File: config.mk
export PLATFORM = sky130hd
export DESIGN_NAME = arc4_seq
export DESIGN_NICKNAME = d
export VERILOG_FILES = /design/src/rtl/arc4_seq_pkg.sv /design/src/rtl/arc4_seq_s_port_mux.sv /design/src/rtl/arc4_seq.sv
export SDC_FILE = /design/constraint.sdc
export NUM_CORES = 1
export LEC_CHECK = 0
export CELL_PAD_IN_SITES_DETAIL_PLACEMENT = 1
export CELL_PAD_IN_SITES_GLOBAL_PLACEMENT = 2
export CORE_MARGIN = 2
export CORE_UTILIZATION = 17
export CTS_CLUSTER_DIAMETER = 200
export CTS_CLUSTER_SIZE = 8
export DETAILED_ROUTE_END_ITERATION = 10
export PLACE_DENSITY_LB_ADDON = 0.1
export SYNTH_ARGS = -nofsm -noshare
export SYNTH_HDL_FRONTEND = slang
export SYNTH_SLANG_ARGS = --single-unit
File: constraint.sdc
create_clock -name clk -period 1.6 [get_ports clk]
set_input_delay 0.4 -clock clk [delete_from_list [all_inputs] [get_ports clk]]
set_output_delay 0.4 -clock clk [all_outputs]
set_load 0.01 [all_outputs]
File: src/rtl/arc4_seq_pkg.sv
// Shared types and defaults for the ARC4 decryption sequencer.
package arc4_seq_pkg;

  localparam int DEF_KEY_W  = 24;
  localparam int DEF_ADDR_W = 8;
  localparam int DEF_DATA_W = 8;

  localparam logic [1:0] PH_IDLE = 2'd0;
  localparam logic [1:0] PH_INIT = 2'd1;
  localparam logic [1:0] PH_KSA  = 2'd2;
  localparam logic [1:0] PH_PRGA = 2'd3;

  typedef enum logic [2:0] {
    ST_IDLE,
    ST_START_INIT,
    ST_WAIT_INIT,
    ST_START_KSA,
    ST_WAIT_KSA,
    ST_START_PRGA,
    ST_WAIT_PRGA
  } seq_state_t;

endpackage

File: src/rtl/arc4_seq_s_port_mux.sv
// S memory port mux: the active phase owns addr/wrdata/wren; idle drives zeros.
module s_port_mux
  import arc4_seq_pkg::*;
#(
  parameter int ADDR_W = DEF_ADDR_W,
  parameter int DATA_W = DEF_DATA_W
) (
  input  logic [1:0]        phase,
  input  logic [ADDR_W-1:0] init_s_addr,
  input  logic [DATA_W-1:0] init_s_wrdata,
  input  logic              init_s_wren,
  input  logic [ADDR_W-1:0] ksa_s_addr,
  input  logic [DATA_W-1:0] ksa_s_wrdata,
  input  logic              ksa_s_wren,
  input  logic [ADDR_W-1:0] prga_s_addr,
  input  logic [DATA_W-1:0] prga_s_wrdata,
  input  logic              prga_s_wren,
  output logic [ADDR_W-1:0] s_addr,
  output logic [DATA_W-1:0] s_wrdata,
  output logic              s_wren
);

  // Select the owning sub-block; non-owners can never reach the write port.
  always_comb begin
    s_addr   = '0;
    s_wrdata = '0;
    s_wren   = 1'b0;
    case (phase)
      PH_INIT: begin
        s_addr   = init_s_addr;
        s_wrdata = init_s_wrdata;
        s_wren   = init_s_wren;
      end
      PH_KSA: begin
        s_addr   = ksa_s_addr;
        s_wrdata = ksa_s_wrdata;
        s_wren   = ksa_s_wren;
      end
      PH_PRGA: begin
        s_addr   = prga_s_addr;
        s_wrdata = prga_s_wrdata;
        s_wren   = prga_s_wren;
      end
      default: ;
    endcase
  end

endmodule

File: src/rtl/arc4_seq.sv
// ARC4 decryption sequencer: runs init -> ksa -> prga via en/rdy handshakes
// and owns the S memory write/address port.
// Optional build macro ARC4_SEQ_CYCLE_CNT_EN adds a saturating busy-cycle counter output.
//
// state       | meaning
// ST_IDLE     | waiting for en, rdy=1
// ST_START_x  | waiting for x_rdy, then pulse x_en
// ST_WAIT_x   | waiting for x to go busy and come back ready
module arc4_seq
  import arc4_seq_pkg::*;
#(
  parameter int KEY_W  = DEF_KEY_W,
  parameter int ADDR_W = DEF_ADDR_W,
  parameter int DATA_W = DEF_DATA_W
) (
  input  logic              clk,
  input  logic              rst_n,
  input  logic              en,
  output logic              rdy,
  input  logic [KEY_W-1:0]  key,
  output logic [KEY_W-1:0]  key_q,
  output logic [1:0]        phase,
  output logic              init_en,
  output logic              ksa_en,
  output logic              prga_en,
  input  logic              init_rdy,
  input  logic              ksa_rdy,
  input  logic              prga_rdy,
  input  logic [ADDR_W-1:0] init_s_addr,
  input  logic [DATA_W-1:0] init_s_wrdata,
  input  logic              init_s_wren,
  input  logic [ADDR_W-1:0] ksa_s_addr,
  input  logic [DATA_W-1:0] ksa_s_wrdata,
  input  logic              ksa_s_wren,
  input  logic [ADDR_W-1:0] prga_s_addr,
  input  logic [DATA_W-1:0] prga_s_wrdata,
  input  logic              prga_s_wren,
`ifdef ARC4_SEQ_CYCLE_CNT_EN
  output logic [31:0]       cycles,
`endif
  output logic [ADDR_W-1:0] s_addr,
  output logic [DATA_W-1:0] s_wrdata,
  output logic              s_wren,
  input  logic [DATA_W-1:0] s_rddata
);

  seq_state_t state;
  logic       busy_seen;
  logic       unused_rddata;

  // s_rddata is wired straight to the sub-blocks outside this block.
  assign unused_rddata = ^s_rddata;

  // Sequencer FSM; a sub-block is done only once it has been seen busy after its start pulse.
  always_ff @(posedge clk or negedge rst_n) begin
    if (!rst_n) begin
      state     <= ST_IDLE;
      rdy       <= 1'b1;
      init_en   <= 1'b0;
      ksa_en    <= 1'b0;
      prga_en   <= 1'b0;
      key_q     <= '0;
      phase     <= PH_IDLE;
      busy_seen <= 1'b0;
    end else begin
      init_en <= 1'b0;
      ksa_en  <= 1'b0;
      prga_en <= 1'b0;
      case (state)
        ST_IDLE: begin
          if (en && rdy) begin
            key_q <= key;
            rdy   <= 1'b0;
            phase <= PH_INIT;
            state <= ST_START_INIT;
          end
        end
        ST_START_INIT: begin
          if (init_rdy) begin
            init_en   <= 1'b1;
            busy_seen <= 1'b0;
            state     <= ST_WAIT_INIT;
          end
        end
        ST_WAIT_INIT: begin
          if (!init_rdy) begin
            busy_seen <= 1'b1;
          end else if (busy_seen) begin
            phase <= PH_KSA;
            state <= ST_START_KSA;
          end
        end
        ST_START_KSA: begin
          if (ksa_rdy) begin
            ksa_en    <= 1'b1;
            busy_seen <= 1'b0;
            state     <= ST_WAIT_KSA;
          end
        end
        ST_WAIT_KSA: begin
          if (!ksa_rdy) begin
            busy_seen <= 1'b1;
          end else if (busy_seen) begin
            phase <= PH_PRGA;
            state <= ST_START_PRGA;
          end
        end
        ST_START_PRGA: begin
          if (prga_rdy) begin
            prga_en   <= 1'b1;
            busy_seen <= 1'b0;
            state     <= ST_WAIT_PRGA;
          end
        end
        ST_WAIT_PRGA: begin
          if (!prga_rdy) begin
            busy_seen <= 1'b1;
          end else if (busy_seen) begin
            phase <= PH_IDLE;
            rdy   <= 1'b1;
            state <= ST_IDLE;
          end
        end
        default: begin
          phase <= PH_IDLE;
          rdy   <= 1'b1;
          state <= ST_IDLE;
        end
      endcase
    end
  end

`ifdef ARC4_SEQ_CYCLE_CNT_EN
  // Busy-cycle counter: cleared on accept, counts every non-idle cycle, saturates, holds when idle.
  always_ff @(posedge clk or negedge rst_n) begin
    if (!rst_n) begin
      cycles <= '0;
    end else if (state == ST_IDLE) begin
      if (en && rdy) cycles <= '0;
    end else if (cycles != 32'hFFFF_FFFF) begin
      cycles <= cycles + 32'd1;
    end
  end
`endif

  s_port_mux #(
    .ADDR_W(ADDR_W),
    .DATA_W(DATA_W)
  ) u_s_port_mux (
    .phase         (phase),
    .init_s_addr   (init_s_addr),
    .init_s_wrdata (init_s_wrdata),
    .init_s_wren   (init_s_wren),
    .ksa_s_addr    (ksa_s_addr),
    .ksa_s_wrdata  (ksa_s_wrdata),
    .ksa_s_wren    (ksa_s_wren),
    .prga_s_addr   (prga_s_addr),
    .prga_s_wrdata (prga_s_wrdata),
    .prga_s_wren   (prga_s_wren),
    .s_addr        (s_addr),
    .s_wrdata      (s_wrdata),
    .s_wren        (s_wren)
  );

endmodule

==> run_results.csv, run 1 <==
group,metric,value,unit
final_layout,area_growth,106.7,%
route,drtIter0Drc,46,
clocking,clk_pin_slew_worst_paths,70,ps
floorplan,coreArea,10370,um2
floorplan,ios,136,
final_layout,stdcell_area,3767,um2
power,swShare,34.44,%
setup_path,critPathKind,"reg -> out",
route,vias_per_cell,4.243,
power,p_per_area,1528,nW/um2
route,vias,1888,
setup_path,critical_path.max_fanout,5,
timing,grt_setup_unrepaired,"yes",
floorplan,die_h,107.6,um
hold_path,hp-class,"in -> async",
status,violations,"negative setup slack",
status,outcome,"finished, violations left",
global_routing,grt_max_degree,35,
power,p_switching,0.001983,W
clocking,clk_path_buf_depth,2,
timing,max-slew-margin-rel,69.53,%
floorplan,dieArea,11570,um2
clocking,cts_tree,"built",
logic_synthesis,syn_avg_cell_area,12.07,um2
timing,finalCritPeriodShare,121.4,%
clocking,clkLatencyLatePin,280,ps
setup_path,cp.arrival,1540,ps
logic_synthesis,synth_area,1823,um2
job,drv_cap,0,
power,combPwrFrac,62.6,%
logic_synthesis,synth_nets,240,
power,p_clk_share,11.1,%
setup_path,r2r_slack,70,ps
global_routing,grt_pass1_vias,2069,
route,routed_wl,7342,um
timing,worst_pin_slew,457.0,ps
floorplan,fp-row-count,37,
setup_path,required,1200,ps
timing,period_needed,1943,ps
placed_design,dp_hpwl,4857,um
final_layout,n_antenna_cell,0,
clocking,cts-hold-fix-buffers,0,
placed_design,place_congestion,0.6866,
global_routing,antenna_found_initial,0,
global_routing,grt.total_usage,11.96,%
route,drtAntennaViolNets,0,
floorplan,die_x,107.6,um
logic_synthesis,yosysSeqAreaShare,46.74,%
global_routing,grt_pass1_wl,10790,um
logic_synthesis,yosysWarnings,0,
power,finalPower,0.005757,W
power,power_leakage,1.803,nW
timing,finalSetupTns,-5381,ps
logic_synthesis,ys_seq_elements,34,
power,sequentialPowerShare,26.3,%
final_layout,layout.nets,399,
timing,fmax,0.5148,GHz
timing,fin_skew,3.662,ps
clocking,cts-root-buf,"clkbuf_8",
route,drtPass1Iterations,3,
clocking,numCtsBuffers,5,
setup_path,end_kind,"output port",
timing,setup_viol,17,
timing,drv_slew,0,
logic_synthesis,syn-instance-count,151,
clocking,h-tree-depth,2,
timing,hold_ws,149.8,ps
final_layout,drive_above_1_share,37.86,%
placed_design,post-place-ws,-548.6,ps
global_routing,grt_overflow,0,
logic_synthesis,netlist-cell-type-count,33,
timing,worst_slack,-342.5,ps
route,drc,0,
setup_path,start_kind,"flop",
timing,hold_violations,0,
power,power.internal,0.003774,W
placed_design,place_area,3398,um2
power,irDropWorstVdd,0.5704,mV
placed_design,numPortBuffers,127,
clocking,clock-sinks,34,
floorplan,start_util,17.58,%
route,wl_per_cell,16.50,um
## worst paths after layout
path,from,endpoint,cells after the start
min in group clk,init_rdy,init_en$_DFF_PN0_,2
hold reg to reg,key_q[12]$_DFFE_PN0P_,key_q[12]$_DFFE_PN0P_,1
hold / removal,rst_n,prga_en$_DFF_PN0_,2
max in group asynchronous,rst_n,rdy$_DFFE_PN1P_,2
setup / recovery,phase[1]$_DFFE_PN0P_,s_addr[5],4
setup reg to reg,state[2]$_DFFE_PN0P_,key_q[5]$_DFFE_PN0P_,6
## synth_stat cells, drive strengths merged
cell / n / area, um2
mux2: 42 / 473.0
dfrtp: 33 / 825.8
a22o: 17 / 148.9
nor2: 8 / 30.03
o21ai: 7 / 35.03
buf: 6 / 41.28
clkbuf: 6 / 22.52
a21oi: 4 / 20.02
nand3: 4 / 25.02
nand2: 3 / 11.26
a211oi: 2 / 15.01
inv: 2 / 7.500
nor2b: 2 / 12.51
nor3b: 2 / 26.28
a2111oi: 1 / 15.01
a21o: 1 / 7.510
a311oi: 1 / 8.760
a31oi: 1 / 6.260
and3: 1 / 6.260
and3b: 1 / 8.760
dfstp: 1 / 26.28
mux2i: 1 / 10.01
nand2b: 1 / 6.260
nand3b: 1 / 7.510
o211a: 1 / 10.01
o21bai: 1 / 7.510
o2bb2ai: 1 / 8.760
## layer usage
layer  up-vias  track usage (%)  share of wire, %
li1        880                -                 -
met1       909            13.86                41
met2        95            21.07                48
met3         4            4.237                10
met4         0            2.747              0.46
met5         -                0                 0
## power by group through the flow
stage / clock (W) / sequential, W / combinational [W]
5_1_grt: 0.000706 / 0.00159 / 0.00389
6_report: 0.000639 / 0.00151 / 0.00360
2_1_floorplan: 0 / 0.00166 / 0.00140
3_5_place_dp: 0 / 0.00152 / 0.00334
3_3_place_gp: 0 / 0.00151 / 0.00336
4_1_cts: 0.000678 / 0.00151 / 0.00361
## critical path, stage by stage (launching register included)
cell and delay, ps:
dfrtp_2 450, buf_6 160, mux2_4 290, a22o_1 220, buf_2 130
## repair_timing
action	4_1_cts	5_1_grt
setup endpoints to repair	52	58
pin swaps	3	7
gates resized for setup	101	53
setup buffers	10	3
gates cloned	4	2
## layout by cell type, fill, tap and decap left out, types with 2 or more instances in the layout
master,synthesis,routed
a211oi_1,2,2
a21oi_1,4,3
a22o_1,17,17
buf_12,0,3
buf_16,0,2
buf_2,3,16
buf_4,0,22
buf_6,2,12
clkbuf_8,0,6
clkdlybuf4s50_1,0,81
dfrtp_1,33,31
dfrtp_2,0,2
dlygate4sd2_1,0,9
dlymetal6s2s_1,0,17
inv_2,1,2
mux2_2,41,22
mux2_4,0,20
nand2_1,3,3
nand3_1,3,3
nor2_1,8,8
nor2b_4,0,2
o21ai_0,7,6
## kinds of logic after synthesis
group                  count (synthesis)  share of synthesized area (%)
AO/OA/AOI/OAI                         37                          15.51
buffers and inverters                 14                          3.911
flip-flops                            34                          46.74
multiplexers                          43                          26.49
AND/OR/NAND/NOR                       23                          7.344
## state kept, by name, indices dropped and copies added, names as in the netlist
name       count
busy_seen      1
init_en        1
key_q         24
ksa_en         1
phase          2
prga_en        1
rdy            1
state          3
## stage by stage
stage | utilization (%) | cells
final | 36.33 | 445
after floorplan | - | 151
after detailed placement | 32.77 | 424
after global routing | 36.33 | 445
after global placement | 32.77 | 424
after CTS | 35.10 | 444
## cell type report
cell class	instances	area, um2
inverters	2	7.507
flip-flops and latches	34	854.6
multi-input cells	103	1020
clock buffers	6	82.58
fillers	1147	6603
repair buffers	164	1633
well taps	136	170.2
Note: power is estimated with default switching activity, not from simulation.
==> inputs of run 2 (changes only) <==
--- a/config.mk
+++ b/config.mk
@@ -5,14 +5,16 @@
 export SDC_FILE = /design/constraint.sdc
 export NUM_CORES = 1
 export LEC_CHECK = 0
+export ABC_AREA = 1
 export CELL_PAD_IN_SITES_DETAIL_PLACEMENT = 1
 export CELL_PAD_IN_SITES_GLOBAL_PLACEMENT = 2
 export CORE_MARGIN = 2
-export CORE_UTILIZATION = 17
+export CORE_UTILIZATION = 15
 export CTS_CLUSTER_DIAMETER = 200
 export CTS_CLUSTER_SIZE = 8
 export DETAILED_ROUTE_END_ITERATION = 10
 export PLACE_DENSITY_LB_ADDON = 0.1
+export REMOVE_ABC_BUFFERS = 1
 export SYNTH_ARGS = -nofsm -noshare
 export SYNTH_HDL_FRONTEND = slang
 export SYNTH_SLANG_ARGS = --single-unit
==> run 2 against run 1 <==
  * The flow still finishes with violations (negative setup slack)
  * Via count increased by 18%
  * Cell area is 4.3% higher
  * Sequential cell count unchanged
  * Sequential share of layout area down 0.88 points
  * Hold slack got worse by 71 ps
  * Critical path depth rose by 1
  * Power increased by 10%
  * Wire length rose by 6.8%
  * Combinational power is 6.4% higher
  * Critical endpoint is now s_addr[2]
  * Largest cell class unchanged
  * Highest routed layer unchanged
==> run_results.csv, run 2 <==
group,metric,value,unit
placed_design,numPortBuffers,127,
route,drtIter0Drc,43,
timing,hold_violations,0,
logic_synthesis,syn-instance-count,265,
floorplan,die_x,116.8,um
timing,max-slew-margin-rel,82.31,%
clocking,clk_pin_slew_worst_paths,60,ps
power,combPwrFrac,60.4,%
logic_synthesis,synth_ff_type,"dfrtp_1",
global_routing,grt.total_usage,11.56,%
timing,setup_viol,17,
logic_synthesis,yosysSeqAreaShare,44.63,%
final_layout,drive_above_1_share,26.28,%
placed_design,dp_hpwl,5756,um
global_routing,grt_pass1_wl,12140,um
global_routing,grt_pass1_vias,2319,
status,violations,"negative setup slack",
timing,finalSetupTns,-1835,ps
route,drc,0,
clocking,clk_path_buf_depth,2,
route,routed_wl,7844,um
timing,worst_pin_slew,265.4,ps
clocking,numCtsBuffers,5,
route,drtAntennaViolNets,0,
route,wl_per_cell,13.45,um
logic_synthesis,async_reset_ff_share,100.0,%
logic_synthesis,synth-edff-count,0,
floorplan,coreArea,12520,um2
timing,fmax,0.5804,GHz
logic_synthesis,yosys.area.top_type,"dfrtp_1",
clocking,cts_tree,"built",
final_layout,layout_commonest_cell,"nand2_1",
final_layout,mostFrequentLayoutCells,"nand2_1 (114), clkdlybuf4s50_1 (87), dfrtp_1 (29)",
floorplan,dieArea,13650,um2
floorplan,start_util,15.25,%
placed_design,dp.cells,566,
logic_synthesis,netlist_top_cells_area,"dfrtp_1 (43%), nand2_1 (27%), nand3_1 (11%)",
final_layout,top_regs,"key_q (24), state (3), phase (2)",
power,p_per_area,1615,nW/um2
power,swShare,40.03,%
timing,worst_slack,-123.0,ps
logic_synthesis,ys_top_cells_by_count,"nand2_1 (136), nand3_1 (43), dfrtp_1 (33), inv_1 (9), nor2_1 (9)",
logic_synthesis,netlist-cell-type-count,22,
setup_path,end_kind,"output port",
power,power_leakage,2.103,nW
setup_path,start_kind,"flop",
global_routing,antenna_found_initial,0,
final_layout,area_growth,105.8,%
final_layout,layout.nets,499,
floorplan,ios,136,
setup_path,reg2reg_depth,7,
status,outcome,"finished, violations left",
power,sequentialPowerShare,24.1,%
setup_path,critical_path.max_fanout,6,
route,vias_per_cell,3.837,
logic_synthesis,yosysWarnings,0,
final_layout,stdcell_area,3930,um2
setup_path,r2r_end,"phase[1]$_DFFE_PN0P_",
final_layout,final_cell_count_no_fill,583,
setup_path,r2r_slack,200,ps
clocking,clock-sinks,34,
final_layout,top_register,"key_q",
power,power.internal,0.003806,W
clocking,h-tree-depth,2,
clocking,cts-root-buf,"clkbuf_16",
hold_path,hp-class,"in -> async",
setup_path,cp.arrival,1320,ps
setup_path,cp-startpoint,"phase[1]$_DFFE_PN0P_",
power,p_clk_share,15.5,%
global_routing,grt_overflow,0,
clocking,clkLatencyLatePin,280,ps
timing,grt_setup_unrepaired,"yes",
logic_synthesis,syn_avg_cell_area,7.205,um2
setup_path,critPathKind,"reg -> out",
power,p_switching,0.002541,W
timing,fin_skew,7.047,ps
power,finalPower,0.006347,W
route,drtPass1Iterations,4,
global_routing,grt_max_degree,35,
power,irDropWorstVdd,0.5786,mV
timing,period_needed,1723,ps
logic_synthesis,ys_seq_elements,34,
final_layout,n_antenna_cell,0,
logic_synthesis,yosys.area.top_type_share,43.25,%
logic_synthesis,synth_area,1909,um2
final_layout,largest_reg_flops,24,
placed_design,place_area,3416,um2
job,drv_cap,0,
placed_design,place_congestion,0.7208,
timing,drv_slew,0,
floorplan,fp-row-count,41,
logic_synthesis,yosysMostFrequentCell,"nand2_1",
setup_path,regToRegStartpoint,"rdy$_DFFE_PN1P_",
route,vias,2237,
timing,finalCritPeriodShare,107.7,%
timing,hold_ws,78.65,ps
setup_path,required,1200,ps
floorplan,die_h,116.8,um
[run 2: changes by cell type after synthesis, moves of 5 or more]
| cell | change |
|---|---|
| a22o_1 | -17 |
| mux2_2 | -41 |
| inv_1 | +8 |
| nand2_1 | +133 |
| nand3_1 | +40 |
| buf_6 | +5 |
| clkbuf_1 | -5 |
[run 2: power groups by stage]
stage               registers, W  logic (W)  clock network (W)
floorplan                0.00173    0.00129                  0
global placement         0.00153    0.00342                  0
detailed placement       0.00154    0.00343                  0
CTS                      0.00155    0.00379            0.00103
global route             0.00159    0.00427            0.00107
finish                   0.00153    0.00383           0.000983
[run 2: what timing repair did]
item,4_1_cts,5_1_grt
hold buffers,0,0
buffers inserted,6,2
endpoints found under the setup margin,23,38
pin swaps,14,5
cloned,1,0
resized for setup,140,41
[run 2: worst max-delay path by stage]
stage / end / slack [ps] / cells past startpoint
floorplan: s_addr[3] / -140 / 4
finish: s_addr[2] / -120 / 5
CTS: s_addr[6] / -200 / 7
global route: s_addr[3] / -200 / 6
detailed placement: s_addr[3] / -390 / 4
global placement: s_addr[6] / -400 / 4
[run 2: cell type report]
cell class              instances  area, um2
inverters                      13      56.30
flip-flops and latches         34      857.1
clock buffers                   7      142.6
repair buffers                151       1573
clock inverters                 1      5.005
multi-input cells             205       1081
well taps                     172      215.2
fillers                      1512       8587
[run 2: cell families (layout without fill, tap and decap cells)]
group,count (synthesis),in the layout,synth area share [%]
and+or+nand+nor,198,198,44.95
buffers and inverters,26,172,8.584
AOI/OAI and AO/OA,7,7,1.835
DFF,34,34,44.63
[run 2: worst max-delay path: stages (launching register included)]
cell and delay (ps):
dfrtp_2 440, buf_4 150, buf_4 150, nand3_1 100, nand3_2 80, buf_6 120
[run 2: metal layers]
metal	share of wire [%]	vias to the layer above	routed length [um]	track usage (%)
met3	7.6	4	596	3.141
li1	-	1123	-	-
met4	0.75	0	59	3.294
met1	45	1042	3540	14.92
met5	0	-	0	0
met2	46	68	3647	19.04
[run 2: stage by stage]
| step | setup slack, ps | util [%] |
|---|---|---|
| after global placement | -400.4 | 27.29 |
| after detailed placement | -388.5 | 27.29 |
| after global routing | -195.3 | 31.40 |
| final | -123.0 | 31.40 |
| after CTS | -204.6 | 30.26 |
| after floorplan | -141.8 | - |
